<file path="config.mk">
export PLATFORM = sky130hd
export DESIGN_NAME = ctrl_pipe_stage_flat
export DESIGN_NICKNAME = d
export VERILOG_FILES = /design/src/rtl/ctrl_pipe_stage_if.sv /design/src/rtl/ctrl_pipe_stage.sv /design/src/flat_wrapper.sv
export SDC_FILE = /design/constraint.sdc
export NUM_CORES = 1
export LEC_CHECK = 0
export ABC_AREA = 0
export ABC_CLOCK_PERIOD_IN_PS = 5200
export CORE_MARGIN = 2
export CORE_UTILIZATION = 30
export CTS_CLUSTER_SIZE = 10
export DETAILED_ROUTE_END_ITERATION = 16
export PLACE_DENSITY_LB_ADDON = 0.25
export REMOVE_ABC_BUFFERS = 1
export SYNTH_ARGS = -nofsm -noshare
export SYNTH_HDL_FRONTEND = slang
export SYNTH_SLANG_ARGS = --single-unit
</file>
<file path="constraint.sdc">
create_clock -name clk -period 5.2 [get_ports clk]
set_input_delay 0.78 -clock clk [delete_from_list [all_inputs] [get_ports clk]]
set_output_delay 0.78 -clock clk [all_outputs]
set_load 0.005 [all_outputs]
</file>
<file path="src/rtl/ctrl_pipe_stage_if.sv">
// ----------------------------------------------------------------------------
// ctrl_pipe_stage_if
// Bundles the decode-stage signals between IF/ID, the control stage and ID/EX.
//   master : drives the instruction in ID (id_valid, opcode, func, id_rs,
//            id_rt, id_rd) and flush; observes stall, the ex_* bundle and the
//            multiply/divide status (md_busy, md_done).
//   slave  : the control stage itself (ctrl_pipe_stage).
// ----------------------------------------------------------------------------
interface ctrl_pipe_stage_if #(
    parameter int ALUOP_W = 4,
    parameter int RADDR_W = 5
);
    logic               id_valid;
    logic [5:0]         opcode;
    logic [5:0]         func;
    logic [RADDR_W-1:0] id_rs;
    logic [RADDR_W-1:0] id_rt;
    logic [RADDR_W-1:0] id_rd;
    logic               flush;

    logic               stall;
    logic               ex_valid;
    logic [ALUOP_W-1:0] ex_aluop;
    logic               ex_alusrc;
    logic               ex_regdst;
    logic               ex_regwrite;
    logic               ex_writemem;
    logic               ex_readmem;
    logic               ex_memtoreg;
    logic               ex_signextend;
    logic               ex_branch;
    logic [1:0]         ex_shift;
    logic [1:0]         ex_pc_source;
    logic [RADDR_W-1:0] ex_rt;
    logic [RADDR_W-1:0] ex_rd;
    logic               md_busy;
    logic               md_done;

    modport master (
        output id_valid, opcode, func, id_rs, id_rt, id_rd, flush,
        input  stall, ex_valid, ex_aluop, ex_alusrc, ex_regdst, ex_regwrite,
               ex_writemem, ex_readmem, ex_memtoreg, ex_signextend, ex_branch,
               ex_shift, ex_pc_source, ex_rt, ex_rd, md_busy, md_done
    );

    modport slave (
        input  id_valid, opcode, func, id_rs, id_rt, id_rd, flush,
        output stall, ex_valid, ex_aluop, ex_alusrc, ex_regdst, ex_regwrite,
               ex_writemem, ex_readmem, ex_memtoreg, ex_signextend, ex_branch,
               ex_shift, ex_pc_source, ex_rt, ex_rd, md_busy, md_done
    );
endinterface

</file>
<file path="src/rtl/ctrl_pipe_stage.sv">
// ----------------------------------------------------------------------------
// ctrl_pipe_stage
// Registered decode stage of the pipelined MIPS core. Decodes opcode/func into
// the control bundle and latches it into the ID/EX control register, detects
// load-use and multiply/divide hazards, honours flushes, and tracks MULT/DIV
// occupancy of EX with a busy counter.
// Ports:
//   clk  : core clock
//   rst  : asynchronous, active-high reset
//   bus  : ctrl_pipe_stage_if.slave -- ID inputs, flush, stall, ex_* bundle,
//          md_busy / md_done
// ----------------------------------------------------------------------------
module ctrl_pipe_stage #(
    parameter int ALUOP_W    = 4,
    parameter int RADDR_W    = 5,
    parameter int MUL_CYCLES = 4,
    parameter int DIV_CYCLES = 16
) (
    input  logic             clk,
    input  logic             rst,
    ctrl_pipe_stage_if.slave bus
);
    localparam int CNT_W = (DIV_CYCLES > 1) ? $clog2(DIV_CYCLES) : 1;

    localparam logic [ALUOP_W-1:0] ALU_NOP = ALUOP_W'(0);
    localparam logic [ALUOP_W-1:0] ALU_ADD = ALUOP_W'(1);
    localparam logic [ALUOP_W-1:0] ALU_SUB = ALUOP_W'(2);
    localparam logic [ALUOP_W-1:0] ALU_AND = ALUOP_W'(3);
    localparam logic [ALUOP_W-1:0] ALU_OR  = ALUOP_W'(4);
    localparam logic [ALUOP_W-1:0] ALU_NOR = ALUOP_W'(5);
    localparam logic [ALUOP_W-1:0] ALU_SLT = ALUOP_W'(6);
    localparam logic [ALUOP_W-1:0] ALU_LUI = ALUOP_W'(7);
    localparam logic [ALUOP_W-1:0] ALU_SLL = ALUOP_W'(8);
    localparam logic [ALUOP_W-1:0] ALU_SRL = ALUOP_W'(9);
    localparam logic [ALUOP_W-1:0] ALU_SRA = ALUOP_W'(10);

    localparam logic [5:0] OP_RTYPE = 6'h00, OP_REGIMM = 6'h01, OP_J    = 6'h02,
                           OP_JAL   = 6'h03, OP_BEQ    = 6'h04, OP_BNE  = 6'h05,
                           OP_BGTZ  = 6'h07, OP_ADDI   = 6'h08, OP_ADDIU = 6'h09,
                           OP_SLTI  = 6'h0A, OP_ANDI   = 6'h0C, OP_ORI  = 6'h0D,
                           OP_LUI   = 6'h0F, OP_LW     = 6'h23, OP_SW   = 6'h2B;

    localparam logic [5:0] F_SLL  = 6'h00, F_SRL   = 6'h02, F_SRA  = 6'h03,
                           F_JR   = 6'h08, F_MFHI  = 6'h10, F_MFLO = 6'h12,
                           F_MULT = 6'h18, F_MULTU = 6'h19, F_DIV  = 6'h1A,
                           F_DIVU = 6'h1B, F_ADD   = 6'h20, F_ADDU = 6'h21,
                           F_SUB  = 6'h22, F_SUBU  = 6'h23, F_AND  = 6'h24,
                           F_OR   = 6'h25, F_NOR   = 6'h27, F_SLT  = 6'h2A;

    typedef struct packed {
        logic               valid;
        logic [ALUOP_W-1:0] aluop;
        logic               alusrc;
        logic               regdst;
        logic               regwrite;
        logic               writemem;
        logic               readmem;
        logic               memtoreg;
        logic               signextend;
        logic               branch;
        logic [1:0]         shift;
        logic [1:0]         pc_source;
        logic [RADDR_W-1:0] rt;
        logic [RADDR_W-1:0] rd;
    } ex_ctrl_t;

    typedef enum logic {MD_IDLE, MD_BUSY} md_state_e;

    ex_ctrl_t   dec, ex_d, ex_q;
    logic       uses_rt, is_mul, is_div, is_mf;
    logic       load_use, md_hazard, stall, ex_load, md_start, md_done;
    md_state_e  state_q, state_d;
    logic [CNT_W-1:0] count_q, count_d, md_len;

    // Instruction decode. A bundle with valid=0 is the all-zero bubble.
    // NOTE: every output of a combinational block gets a default first so no
    // path leaves it unassigned, which would otherwise infer a latch.
    always_comb begin
        dec       = '0;
        dec.valid = 1'b1;
        uses_rt   = 1'b0;
        is_mul    = 1'b0;
        is_div    = 1'b0;
        is_mf     = 1'b0;
        case (bus.opcode)
            OP_RTYPE: begin
                uses_rt      = 1'b1;
                dec.regdst   = 1'b1;
                dec.regwrite = 1'b1;
                case (bus.func)
                    F_ADD, F_ADDU: dec.aluop = ALU_ADD;
                    F_SUB, F_SUBU: dec.aluop = ALU_SUB;
                    F_AND:         dec.aluop = ALU_AND;
                    F_OR:          dec.aluop = ALU_OR;
                    F_NOR:         dec.aluop = ALU_NOR;
                    F_SLT:         dec.aluop = ALU_SLT;
                    F_SLL: begin dec.aluop = ALU_SLL; dec.shift = 2'b01; end
                    F_SRL: begin dec.aluop = ALU_SRL; dec.shift = 2'b10; end
                    F_SRA: begin dec.aluop = ALU_SRA; dec.shift = 2'b11; end
                    F_JR: begin
                        dec.regdst    = 1'b0;
                        dec.regwrite  = 1'b0;
                        dec.pc_source = 2'b11;
                    end
                    F_MULT, F_MULTU: begin
                        dec.regdst   = 1'b0;
                        dec.regwrite = 1'b0;
                        is_mul       = 1'b1;
                    end
                    F_DIV, F_DIVU: begin
                        dec.regdst   = 1'b0;
                        dec.regwrite = 1'b0;
                        is_div       = 1'b1;
                    end
                    F_MFHI, F_MFLO: is_mf = 1'b1;
                    default: dec.valid = 1'b0;
                endcase
            end
            OP_ADDI, OP_ADDIU: begin
                dec.aluop = ALU_ADD; dec.alusrc = 1'b1; dec.regwrite = 1'b1; dec.signextend = 1'b1;
            end
            OP_SLTI: begin
                dec.aluop = ALU_SLT; dec.alusrc = 1'b1; dec.regwrite = 1'b1; dec.signextend = 1'b1;
            end
            OP_ANDI: begin dec.aluop = ALU_AND; dec.alusrc = 1'b1; dec.regwrite = 1'b1; end
            OP_ORI:  begin dec.aluop = ALU_OR;  dec.alusrc = 1'b1; dec.regwrite = 1'b1; end
            OP_LUI:  begin dec.aluop = ALU_LUI; dec.alusrc = 1'b1; dec.regwrite = 1'b1; end
            OP_LW: begin
                dec.aluop    = ALU_ADD; dec.alusrc  = 1'b1; dec.regwrite   = 1'b1;
                dec.readmem  = 1'b1;    dec.memtoreg = 1'b1; dec.signextend = 1'b1;
            end
            OP_SW: begin
                uses_rt      = 1'b1;
                dec.aluop    = ALU_ADD; dec.alusrc = 1'b1;
                dec.writemem = 1'b1;    dec.signextend = 1'b1;
            end
            OP_BEQ, OP_BNE, OP_BGTZ, OP_REGIMM: begin
                uses_rt        = (bus.opcode == OP_BEQ) || (bus.opcode == OP_BNE);
                dec.aluop      = ALU_SUB;
                dec.signextend = 1'b1;
                dec.branch     = 1'b1;
                dec.pc_source  = 2'b01;
            end
            OP_J:   dec.pc_source = 2'b10;
            OP_JAL: begin dec.regwrite = 1'b1; dec.pc_source = 2'b10; end
            default: dec.valid = 1'b0;
        endcase

        if (dec.valid) begin
            dec.rt = bus.id_rt;
            dec.rd = bus.id_rd;
        end else begin
            dec    = '0;
            is_mul = 1'b0;
            is_div = 1'b0;
            is_mf  = 1'b0;
        end
    end

    // A register number of zero never carries a load result, so it is excluded.
    assign load_use = bus.id_valid && ex_q.valid && ex_q.readmem && (ex_q.rt != '0) &&
                      ((ex_q.rt == bus.id_rs) || (uses_rt && (ex_q.rt == bus.id_rt)));

    // The result is bypassed in the md_done cycle, so dependents issue there.
    assign md_hazard = bus.id_valid && (state_q == MD_BUSY) && (is_mul || is_div || is_mf) &&
                       !md_done;

    // Flush overrides any hazard: the instruction in ID is dead anyway.
    assign stall    = (load_use || md_hazard) && !bus.flush;
    assign ex_load  = bus.id_valid && !bus.flush && !stall;
    assign ex_d     = ex_load ? dec : '0;
    assign md_start = ex_load && (is_mul || is_div);
    assign md_len   = is_div ? CNT_W'(DIV_CYCLES - 1) : CNT_W'(MUL_CYCLES - 1);
    assign md_done  = (state_q == MD_BUSY) && (count_q == '0);

    // Flush is deliberately absent: an operation already in BUSY is committed.
    always_comb begin
        state_d = state_q;
        count_d = count_q;
        case (state_q)
            MD_IDLE: begin
                if (md_start) begin
                    state_d = MD_BUSY;
                    count_d = md_len;
                end
            end
            MD_BUSY: begin
                if (count_q == '0) begin
                    // A stalled MULT/DIV issues in the done cycle and restarts the unit.
                    if (md_start) count_d = md_len;
                    else          state_d = MD_IDLE;
                end else begin
                    count_d = count_q - CNT_W'(1);
                end
            end
            default: state_d = MD_IDLE;
        endcase
    end

    // NOTE: sequential state uses non-blocking assignments so every register
    // samples pre-edge values regardless of statement order.
    always_ff @(posedge clk or posedge rst) begin
        if (rst) begin
            ex_q    <= '0;
            state_q <= MD_IDLE;
            count_q <= '0;
        end else begin
            ex_q    <= ex_d;
            state_q <= state_d;
            count_q <= count_d;
        end
    end

    assign bus.stall         = stall;
    assign bus.ex_valid      = ex_q.valid;
    assign bus.ex_aluop      = ex_q.aluop;
    assign bus.ex_alusrc     = ex_q.alusrc;
    assign bus.ex_regdst     = ex_q.regdst;
    assign bus.ex_regwrite   = ex_q.regwrite;
    assign bus.ex_writemem   = ex_q.writemem;
    assign bus.ex_readmem    = ex_q.readmem;
    assign bus.ex_memtoreg   = ex_q.memtoreg;
    assign bus.ex_signextend = ex_q.signextend;
    assign bus.ex_branch     = ex_q.branch;
    assign bus.ex_shift      = ex_q.shift;
    assign bus.ex_pc_source  = ex_q.pc_source;
    assign bus.ex_rt         = ex_q.rt;
    assign bus.ex_rd         = ex_q.rd;
    assign bus.md_busy       = (state_q == MD_BUSY);
    assign bus.md_done       = md_done;
endmodule

</file>
<file path="src/flat_wrapper.sv">
// flat-port wrapper written by rule: the top's interface ports become plain ports
module ctrl_pipe_stage_flat 
#(
    parameter int ALUOP_W    = 4,
    parameter int RADDR_W    = 5,
    parameter int MUL_CYCLES = 4,
    parameter int DIV_CYCLES = 16
)
  (clk, rst, bus_id_valid, bus_opcode, bus_func, bus_id_rs, bus_id_rt, bus_id_rd, bus_flush, bus_stall, bus_ex_valid, bus_ex_aluop, bus_ex_alusrc, bus_ex_regdst, bus_ex_regwrite, bus_ex_writemem, bus_ex_readmem, bus_ex_memtoreg, bus_ex_signextend, bus_ex_branch, bus_ex_shift, bus_ex_pc_source, bus_ex_rt, bus_ex_rd, bus_md_busy, bus_md_done);
  ctrl_pipe_stage_if #(.ALUOP_W(ALUOP_W), .RADDR_W(RADDR_W)) bus_i ();
  input  logic clk;
  input  logic rst;
  input wire logic [$bits(bus_i.id_valid)-1:0] bus_id_valid;
  input wire logic [$bits(bus_i.opcode)-1:0] bus_opcode;
  input wire logic [$bits(bus_i.func)-1:0] bus_func;
  input wire logic [$bits(bus_i.id_rs)-1:0] bus_id_rs;
  input wire logic [$bits(bus_i.id_rt)-1:0] bus_id_rt;
  input wire logic [$bits(bus_i.id_rd)-1:0] bus_id_rd;
  input wire logic [$bits(bus_i.flush)-1:0] bus_flush;
  output wire logic [$bits(bus_i.stall)-1:0] bus_stall;
  output wire logic [$bits(bus_i.ex_valid)-1:0] bus_ex_valid;
  output wire logic [$bits(bus_i.ex_aluop)-1:0] bus_ex_aluop;
  output wire logic [$bits(bus_i.ex_alusrc)-1:0] bus_ex_alusrc;
  output wire logic [$bits(bus_i.ex_regdst)-1:0] bus_ex_regdst;
  output wire logic [$bits(bus_i.ex_regwrite)-1:0] bus_ex_regwrite;
  output wire logic [$bits(bus_i.ex_writemem)-1:0] bus_ex_writemem;
  output wire logic [$bits(bus_i.ex_readmem)-1:0] bus_ex_readmem;
  output wire logic [$bits(bus_i.ex_memtoreg)-1:0] bus_ex_memtoreg;
  output wire logic [$bits(bus_i.ex_signextend)-1:0] bus_ex_signextend;
  output wire logic [$bits(bus_i.ex_branch)-1:0] bus_ex_branch;
  output wire logic [$bits(bus_i.ex_shift)-1:0] bus_ex_shift;
  output wire logic [$bits(bus_i.ex_pc_source)-1:0] bus_ex_pc_source;
  output wire logic [$bits(bus_i.ex_rt)-1:0] bus_ex_rt;
  output wire logic [$bits(bus_i.ex_rd)-1:0] bus_ex_rd;
  output wire logic [$bits(bus_i.md_busy)-1:0] bus_md_busy;
  output wire logic [$bits(bus_i.md_done)-1:0] bus_md_done;
  assign bus_i.id_valid = bus_id_valid;
  assign bus_i.opcode = bus_opcode;
  assign bus_i.func = bus_func;
  assign bus_i.id_rs = bus_id_rs;
  assign bus_i.id_rt = bus_id_rt;
  assign bus_i.id_rd = bus_id_rd;
  assign bus_i.flush = bus_flush;
  assign bus_stall = bus_i.stall;
  assign bus_ex_valid = bus_i.ex_valid;
  assign bus_ex_aluop = bus_i.ex_aluop;
  assign bus_ex_alusrc = bus_i.ex_alusrc;
  assign bus_ex_regdst = bus_i.ex_regdst;
  assign bus_ex_regwrite = bus_i.ex_regwrite;
  assign bus_ex_writemem = bus_i.ex_writemem;
  assign bus_ex_readmem = bus_i.ex_readmem;
  assign bus_ex_memtoreg = bus_i.ex_memtoreg;
  assign bus_ex_signextend = bus_i.ex_signextend;
  assign bus_ex_branch = bus_i.ex_branch;
  assign bus_ex_shift = bus_i.ex_shift;
  assign bus_ex_pc_source = bus_i.ex_pc_source;
  assign bus_ex_rt = bus_i.ex_rt;
  assign bus_ex_rd = bus_i.ex_rd;
  assign bus_md_busy = bus_i.md_busy;
  assign bus_md_done = bus_i.md_done;
  ctrl_pipe_stage #(.ALUOP_W(ALUOP_W), .RADDR_W(RADDR_W), .MUL_CYCLES(MUL_CYCLES), .DIV_CYCLES(DIV_CYCLES)) u_core (.clk(clk), .rst(rst), .bus(bus_i));
endmodule
</file>
Word-level counts from Yosys, hierarchy flattened:

Cells that the tools add are included.
W data, S select, Z words.

* add/subtract/negate cells: 1
* equal/unequal tests: 33
* multiplexer cells: 36
* bitwise logic cells: 1
* reductions and logical operators: 40

Operator list (count)
* $eq A6 B6 Y1 const B: 10
* $eq A6 B4 Y1 const B: 7
* $eq A6 B5 Y1 const B: 6
* $pmux W4 S9: 1
* $pmux W4 S7: 1
* $mux W27: 1
* $eq A6 B2 Y1 const B: 4
* $eq A6 B3 Y1 const B: 3
* $reduce_or A18 Y1: 1
* $mux W1: 17
* $mux W17: 1
* $reduce_or A8 Y1: 2
* $reduce_or A14 Y1: 1
* $reduce_or A2 Y1: 7
* $logic_and A1 B1 Y1: 13
* $logic_not A6 Y1: 2
* $mux W4: 3
* $pmux W2 S3: 2
* $eq A5 B5 Y1: 2
* $mux W10: 1
* $reduce_or A9 Y1: 1
* $mux W2: 4
* $pmux W1 S2: 4
* $pmux W4 S2: 1
* other kinds (9): 16

* bits in registers: 32
* input bits: 31
* output and inout port bits: 30
* word-level logic and storage cells: 127

Longest topological paths before layout:

Gate-level depths: netlist of the first run.

* depth in word-level cells: 17
* depth in mapped cells: 9

Least setup slack after synthesis of the first run:

OpenSTA, ideal clock, no wires.

* kind: input to output
* start: input bus_opcode[4]
* end: output bus_stall
* data arrival time: 1.798 ns
* data required time: 4.420 ns
* slack: 2.622 ns
* cell stages on the path: 5
* path buffers: 1
* path through: buf_2 nor3_2 nand3_1 or3_4 a31oi_1

* cells in the longest elaborated chain, start to end: 10
* elaborated cells on any way between the ends: 36
* classes of those cells: 14 x eq/ne; 8 x mux; 14 x reduce/logical

Ends and longest elaborated chain
* start, declared: RTL line flat_wrapper.sv:14 `input wire logic [$bits(bus_i.opcode)-1:0] bus_opcode;`
* $eq A6 B4 Y1, or another cell as far along: RTL line ctrl_pipe_stage.sv:85 `case (bus.opcode)`
* $reduce_or A14 Y1 (no source line)
* $pmux W1 S2: RTL line ctrl_pipe_stage.sv:85
* $mux W1: RTL line ctrl_pipe_stage.sv:149 `if (dec.valid) begin`
* $logic_or A1 B1 Y1 (2 in a row): RTL line ctrl_pipe_stage.sv:165 `assign md_hazard = bus.id_valid && (state_q == MD_BUSY) && (is_mul || is_div || is_mf) &&`
* $logic_and A1 B1 Y1 (2 in a row): RTL line ctrl_pipe_stage.sv:165
* $logic_or A1 B1 Y1 *: RTL line ctrl_pipe_stage.sv:169 `assign stall = (load_use || md_hazard) && !bus.flush;`
* $logic_and A1 B1 Y1 *: RTL line ctrl_pipe_stage.sv:169
* end, declared: RTL line flat_wrapper.sv:20 `output wire logic [$bits(bus_i.stall)-1:0] bus_stall;`

Every way passes the cells marked *; elsewhere a longest branch is shown, timed or not.

Final worst setup path of the first run:

* start: input bus_opcode[1]
* end: output bus_stall

The elaborated chain is that of the path after synthesis.

==> summary.txt, run 1 <==
Finish
  – Fill cells: 635
  – Layout Nets: 301
  – Post-layout util: 42.3%
  – Share of cells above drive strength 1: 7.04%
  – Footprint of the multi-input gates: 1010 µm²
  – Most frequent cells in the layout: 60 x clkdlybuf4s50_1, 31 x dfrtp_1, 20 x nor2_1, 20 x nand2_1, 13 x and2_1
  – Syn-to-layout area delta: 38.6%
  – Commonest non-fill, non-tap cell in the layout: clkdlybuf4s50_1
  – Antenna cells: 0
  – Register Area: 776 µm²

Yosys
  – Mapped cell area: 1900 µm²
  – Synth cell types: 48
  – Seq/Total Area, Yosys: 40.8%
  – Largest family of logic cells by synthesized area: simple AND/OR/NAND/NOR gates
  – Post-Synth Simple-Gate Area: 30.3%
  – Share of flip-flops with an asynchronous set or reset: 100%
  – Post-synth top flop: dfrtp_1
  – XOR/XNOR Fraction of Synth Area: 5.06%
  – Mux share of post-synthesis cell area: 1.05%
  – Gate Count Post-Synth: 214
  – Area share of fa/ha/maj cells after synthesis: 0.657%
  – FF+latch count, synth: 31
  – Post-synth EDFFs: 0
  – Syn Area/Cell: 8.89 µm²
  – Synth warn: 0
  – Compound-cell area share of the yosys netlist: 15.8%

Timing
  – Slew @ Worst Pin: 0.563 ns
  – Fin. Hold Viols: 0
  – Final min period: 3.83 ns
  – Final TNS setup: 0 ns
  – Fmax: 261 MHz
  – Setup Viol. Count Final: 0
  – Clock Skew: 0.00519 ns
  – RSZ-0062 raised after global routing: false
  – Final worst-path cycle share: 73.7%
  – Slew Limit Fails: 0
  – Min Hold Slack: 0.549 ns
  – Worst slew margin: 62.3%

Pwr
  – Reg power frac: 43.0%
  – Switching share of power: 24.8%
  – PwrDens: 216 nW/µm²
  – Static Leak: 0.00112 µW
  – Comb pwr share: 15.0%
  – Internal Dissipation: 429 µW
  – Switching power: 142 µW
  – VDD IR max: 95.5 µV
  – Clk pwr share: 42.0%
  – Power, Total: 570 µW

Routing
  – DRT iter0 DRCs: 72
  – Wire per inst: 13.2 µm
  – Router iterations before antenna repair: 4
  – DR vias/cell: 4.77
  – DRC viols: 0
  – Vias: 1656
  – WL final: 4.58 mm
  – Detail Route Antenna Nets: 0

Worst setup path
  – Maximum fanout along the worst path: 18
  – Most frequent CP cell: clkdlybuf4s50_1
  – Worst stage delay on the critical path: 0.70 ns
  – Worst path arrival time: 3.05 ns
  – Critical path type: in -> out
  – CP top delay family: buffers and inverters
  – Critical-path cell list: clkdlybuf4s50_1 > nor3_2 > nand3_1 > or3_4 > a31oi_1 > clkdlybuf4s50_1
  – Slowest-stage cell, CP: clkdlybuf4s50_1
  – Worst setup EP type: output port
  – CP Launch Type: primary input
  – Worst path buffer plus inverter count: 2
  – CP Data Required Time: 4.42 ns

CTS
  – H-tree levels: 2
  – # hold bufs at CTS: 0
  – Clk_lat worst skew: 0.29 ns
  – CTS root buffer: clkbuf_8
  – Clk sinks: 31
  – Post_cts resized: 0
  – Setup Buffers After CTS: 0
  – Num CTS Buffers: 5
  – Worst-path clk slew: 0.07 ns
  – CTS tree: yes
  – Maximum clock path buffer count: 2

GRT
  – Pin count of the biggest net entering global routing: 32
  – First-pass GRT wire length: 7.79 mm
  – Grt total ovfl: 0
  – Vias in the first global route: 1592
  – Antenna violations before repair: 0
  – Global-route usage over all layers: 13.8%

Placed design
  – IO buf count: 60
  – Post-DP HPWL: 3.37 mm
  – GPL Wtd Cong: 0.822

Floorplanning
  – Die Y: 83.6 µm
  – Ports: 61
  – Die area: 7000 µm²
  – Core area: 6240 µm²
  – Initial core utilization: 30.5%
  – FP Rows: 29
  – Overall die width: 83.6 µm

Run
  – Max_cap viols: 0

Min path
  – Hold crit path type: reg -> reg

Status
  – Status: finished, final reports clean
registers in the layout, summed over array words and instances (netlist names):
register	count
u_core.bus.md_busy	1
u_core.bus.ex_signextend	1
u_core.bus.ex_aluop	4
u_core.bus.ex_rd	5
u_core.count_q	4
u_core.bus.ex_valid	1
u_core.bus.ex_shift	2
u_core.bus.ex_memtoreg	1
u_core.bus.ex_writemem	1
u_core.bus.ex_regwrite	1
u_core.bus.ex_regdst	1
u_core.bus.ex_rt	5
u_core.bus.ex_branch	1
u_core.bus.ex_pc_source	2
u_core.bus.ex_alusrc	1
worst paths after layout:
kind                       slack (ns)  cells past startpoint                          endpoint                   startpoint
setup / recovery                 1.37                      6                         bus_stall                bus_opcode[1]
min in group asynchronous        0.88                      3     u_core.bus.ex_rt[4]$_DFF_PP0_                          rst
hold reg to reg                  0.55                      2       u_core.count_q[1]$_DFF_PP0_  u_core.count_q[1]$_DFF_PP0_
setup reg to reg                 3.06                      8       u_core.count_q[3]$_DFF_PP0_  u_core.count_q[0]$_DFF_PP0_
max in group asynchronous        4.04                      3  u_core.bus.ex_shift[1]$_DFF_PP0_                          rst
hold / removal                   0.55                      2       u_core.count_q[1]$_DFF_PP0_  u_core.count_q[1]$_DFF_PP0_
per-layer routing:
metal	track usage, %	wire, µm
met5	0	0
met4	4.84	48
met3	2.97	173
met2	21.9	2220
met1	18.5	2140
worst min-delay path, stage by stage (launching register included):
cell	delay, ns
dfrtp_1	0.38
inv_1	0.07
a31oi_1	0.07
power groups by stage:
stage	Clock, µW	Combinational, µW	Sequential, µW
floorplan	0	37.6	250
global placement	0	86.2	250
detailed placement	0	86.0	250
CTS	248	86.5	245
global route	258	95.4	245
finish	240	85.5	245
synth_stat cells, types with 3 or more instances:
cell type / instances / area (µm²)
nand2b_1: 8 / 50.1
a21oi_1: 10 / 50.1
and2_1: 13 / 81.3
o211ai_1: 7 / 52.6
buf_2: 6 / 30.0
dfrtp_1: 31 / 776
inv_1: 10 / 37.5
nand3_1: 7 / 35.0
buf_6: 3 / 33.8
a31oi_1: 5 / 31.3
nor2b_1: 7 / 43.8
nand2_1: 20 / 75.1
nor3_1: 5 / 25.0
xor2_1: 9 / 78.8
clkbuf_1: 3 / 11.3
o21ai_0: 9 / 45.0
nor2_1: 20 / 75.1
kinds of logic after synthesis:
kind of cell    after synthesis
simple gates                100
compound gates               46
flops                        31
buf+inv                      23
xor+xnor                     11
mux                           2
fa+ha+maj                     1
per-stage QoR:
step | area [µm²] | setup slack, ns | std cells
global placement | 2520 | 1.38 | 339
detailed placement | 2520 | 1.37 | 339
finish | 2640 | 1.37 | 347
global route | 2640 | 1.23 | 347
CTS | 2640 | 1.36 | 347
floorplan | 1820 | 2.73 | 201
final cells by class:
type | instances | area share, %
timing repair buffer | 61 | 23.1
inverter | 10 | 1.42
sequential | 31 | 29.4
clock inverter | 3 | 1.66
multi-input combinational | 160 | 38.2
tap | 77 | 3.65
clock buffer | 5 | 2.61
Power figures use the tool's default switching activity.
==> run 2, diff against run 1 <==
Settings changed: ABC_CLOCK_PERIOD_IN_PS 5200 to 4000.
Clock period 5.2 ns to 4 ns, I/O delays scaled along.
==> run 2 against run 1 <==
Compared with the run above: power rose by 30%; clock-buffer cell count did not move; sequential power rose by 30%; wire length rose by 2.9%; final area rose by 0.85%; sequential cell count did not move; register-to-register slack got worse by 1.2 ns; first-iteration DRC count rose by 8.3%; critical path depth did not move; critical path type unchanged.
==> summary.txt, run 2 (synthesis gave the netlist of run 1 again) <==
Status
  – Status: finished, final reports clean

Worst setup path
  – Worst path arrival time: 2.82 ns
  – Reg2Reg Launch Point: u_core.count_q[0]$_DFF_PP0_
  – Critical path type: in -> out
  – Worst setup EP type: output port
  – CP Data Required Time: 3.40 ns
  – CP Launch Type: primary input
  – Worst setup startpoint: bus_opcode[2]
  – Maximum fanout along the worst path: 13
  – Most frequent CP cell: clkdlybuf4s50_1
  – Slowest-stage cell, CP: clkdlybuf4s50_1
  – Worst stage delay on the critical path: 0.73 ns
  – Critical-path cell list: clkdlybuf4s50_1 > nand2b_1 > nor4b_1 > o2111ai_2 > a31oi_1 > clkdlybuf4s50_1

Timing
  – Fin worst setup slack: 0.578 ns
  – Final TNS setup: 0 ns
  – Clock Skew: 0.00784 ns
  – Slew Limit Fails: 0
  – RSZ-0062 raised after global routing: false
  – Min Hold Slack: 0.568 ns
  – Setup Viol. Count Final: 0
  – Fmax: 292 MHz
  – Fin. Hold Viols: 0
  – Final min period: 3.42 ns
  – Final worst-path cycle share: 85.5%
  – Slew @ Worst Pin: 0.877 ns
  – Worst slew margin: 41.5%

GRT
  – First-pass GRT wire length: 7.89 mm
  – Global-route usage over all layers: 14.0%
  – Grt total ovfl: 0
  – Vias in the first global route: 1607
  – Antenna violations before repair: 0
  – Pin count of the biggest net entering global routing: 23

Floorplanning
  – Initial core utilization: 30.5%
  – Ports: 61
  – Core area: 6240 µm²
  – FP Rows: 29
  – Die area: 7000 µm²
  – Die Y: 83.6 µm
  – Overall die width: 83.6 µm

Finish
  – Post-Layout Cell Count: 350
  – Syn-to-layout area delta: 39.8%
  – Commonest non-fill, non-tap cell in the layout: clkdlybuf4s50_1
  – Antenna cells: 0
  – Register Area: 776 µm²
  – Layout Nets: 304
  – Final Cell Area: 2660 µm²
  – Fill cells: 634
  – Share of cells above drive strength 1: 8.06%
  – Most frequent cells in the layout: 60 x clkdlybuf4s50_1, 31 x dfrtp_1, 20 x nor2_1, 20 x nand2_1, 13 x and2_1
  – Footprint of the multi-input gates: 1010 µm²

Min path
  – Hold crit path type: reg -> reg
  – Hold Path Origin: u_core.count_q[0]$_DFF_PP0_

Routing
  – DRT iter0 DRCs: 78
  – Router iterations before antenna repair: 4
  – DRC viols: 0
  – WL final: 4.71 mm
  – DR vias/cell: 4.87
  – Vias: 1705
  – Wire per inst: 13.5 µm
  – Detail Route Antenna Nets: 0

CTS
  – # hold bufs at CTS: 0
  – Post_cts resized: 0
  – H-tree levels: 2
  – Worst-path clk slew: 0.07 ns
  – CTS tree: yes
  – Clk sinks: 31
  – Clk_lat worst skew: 0.29 ns
  – Setup Buffers After CTS: 0
  – CTS root buffer: clkbuf_8
  – Num CTS Buffers: 5
  – Maximum clock path buffer count: 2

Pwr
  – PwrDens: 280 nW/µm²
  – Static Leak: 0.00113 µW
  – VDD IR max: 193 µV

Placed design
  – Placed Area: 2550 µm²
  – IO buf count: 60
  – Pre-CTS setup slack: 0.571 ns
  – Post-DP HPWL: 3.56 mm
  – GPL Wtd Cong: 0.856
  – DP Cell Count: 342

Run
  – Max_cap viols: 0
run 2: cell types whose count changed in the layout (fill, tap and decap cells not counted):
cell / previous run / this run
buf_4: 1 / 4
run 2: final cells by class:
class                   instances  share of cell area (%)
clock buffers                   5                    2.59
clock inverters                 3                    1.65
inverters                      10                    1.41
multi-input cells             160                    37.9
flip-flops and latches         31                    29.2
well taps                      77                    3.62
repair buffers                 64                    23.7
run 2: per-layer routing:
metal | share of wire, % | global-route usage (%) | up-vias
li1 | - | - | 858
met1 | 46 | 18.9 | 800
met2 | 48 | 21.8 | 43
met3 | 4.5 | 2.87 | 4
met4 | 1.7 | 5.87 | 0
met5 | 0 | 0 | -
run 2: metrics by stage:
step / util (%) / total power, µW
2_1_floorplan: - / 374
4_1_cts: 42.6 / 753
5_1_grt: 42.6 / 780
6_report: 42.6 / 744
3_3_place_gp: 40.8 / 439
3_5_place_dp: 40.8 / 439
run 2: path summary, 6_finish.rpt:
path | endpoint | slack, ns | depth (start not counted)
setup / recovery | bus_stall | 0.58 | 6
hold / removal | u_core.count_q[0]$_DFF_PP0_ | 0.57 | 2
setup reg to reg | u_core.bus.ex_memtoreg$_DFF_PP0_ | 1.87 | 8
hold reg to reg | u_core.count_q[0]$_DFF_PP0_ | 0.57 | 2
max in group asynchronous | u_core.bus.ex_rt[1]$_DFF_PP0_ | 2.53 | 3
min in group asynchronous | u_core.bus.ex_regdst$_DFF_PP0_ | 0.80 | 2
run 2: worst max-delay path: cells and delay by family:
family / cells / cell delay [ns]
buf+inv: 2 / 1.27
simple gates: 2 / 0.55
compound gates: 2 / 0.40
run 2: power breakdown:
part	switching [µW]	total, µW	internal [µW]
Combinational	56.8	114	57.5
Sequential	2.03	319	317
Clock	126	311	185
Total	184	744	559
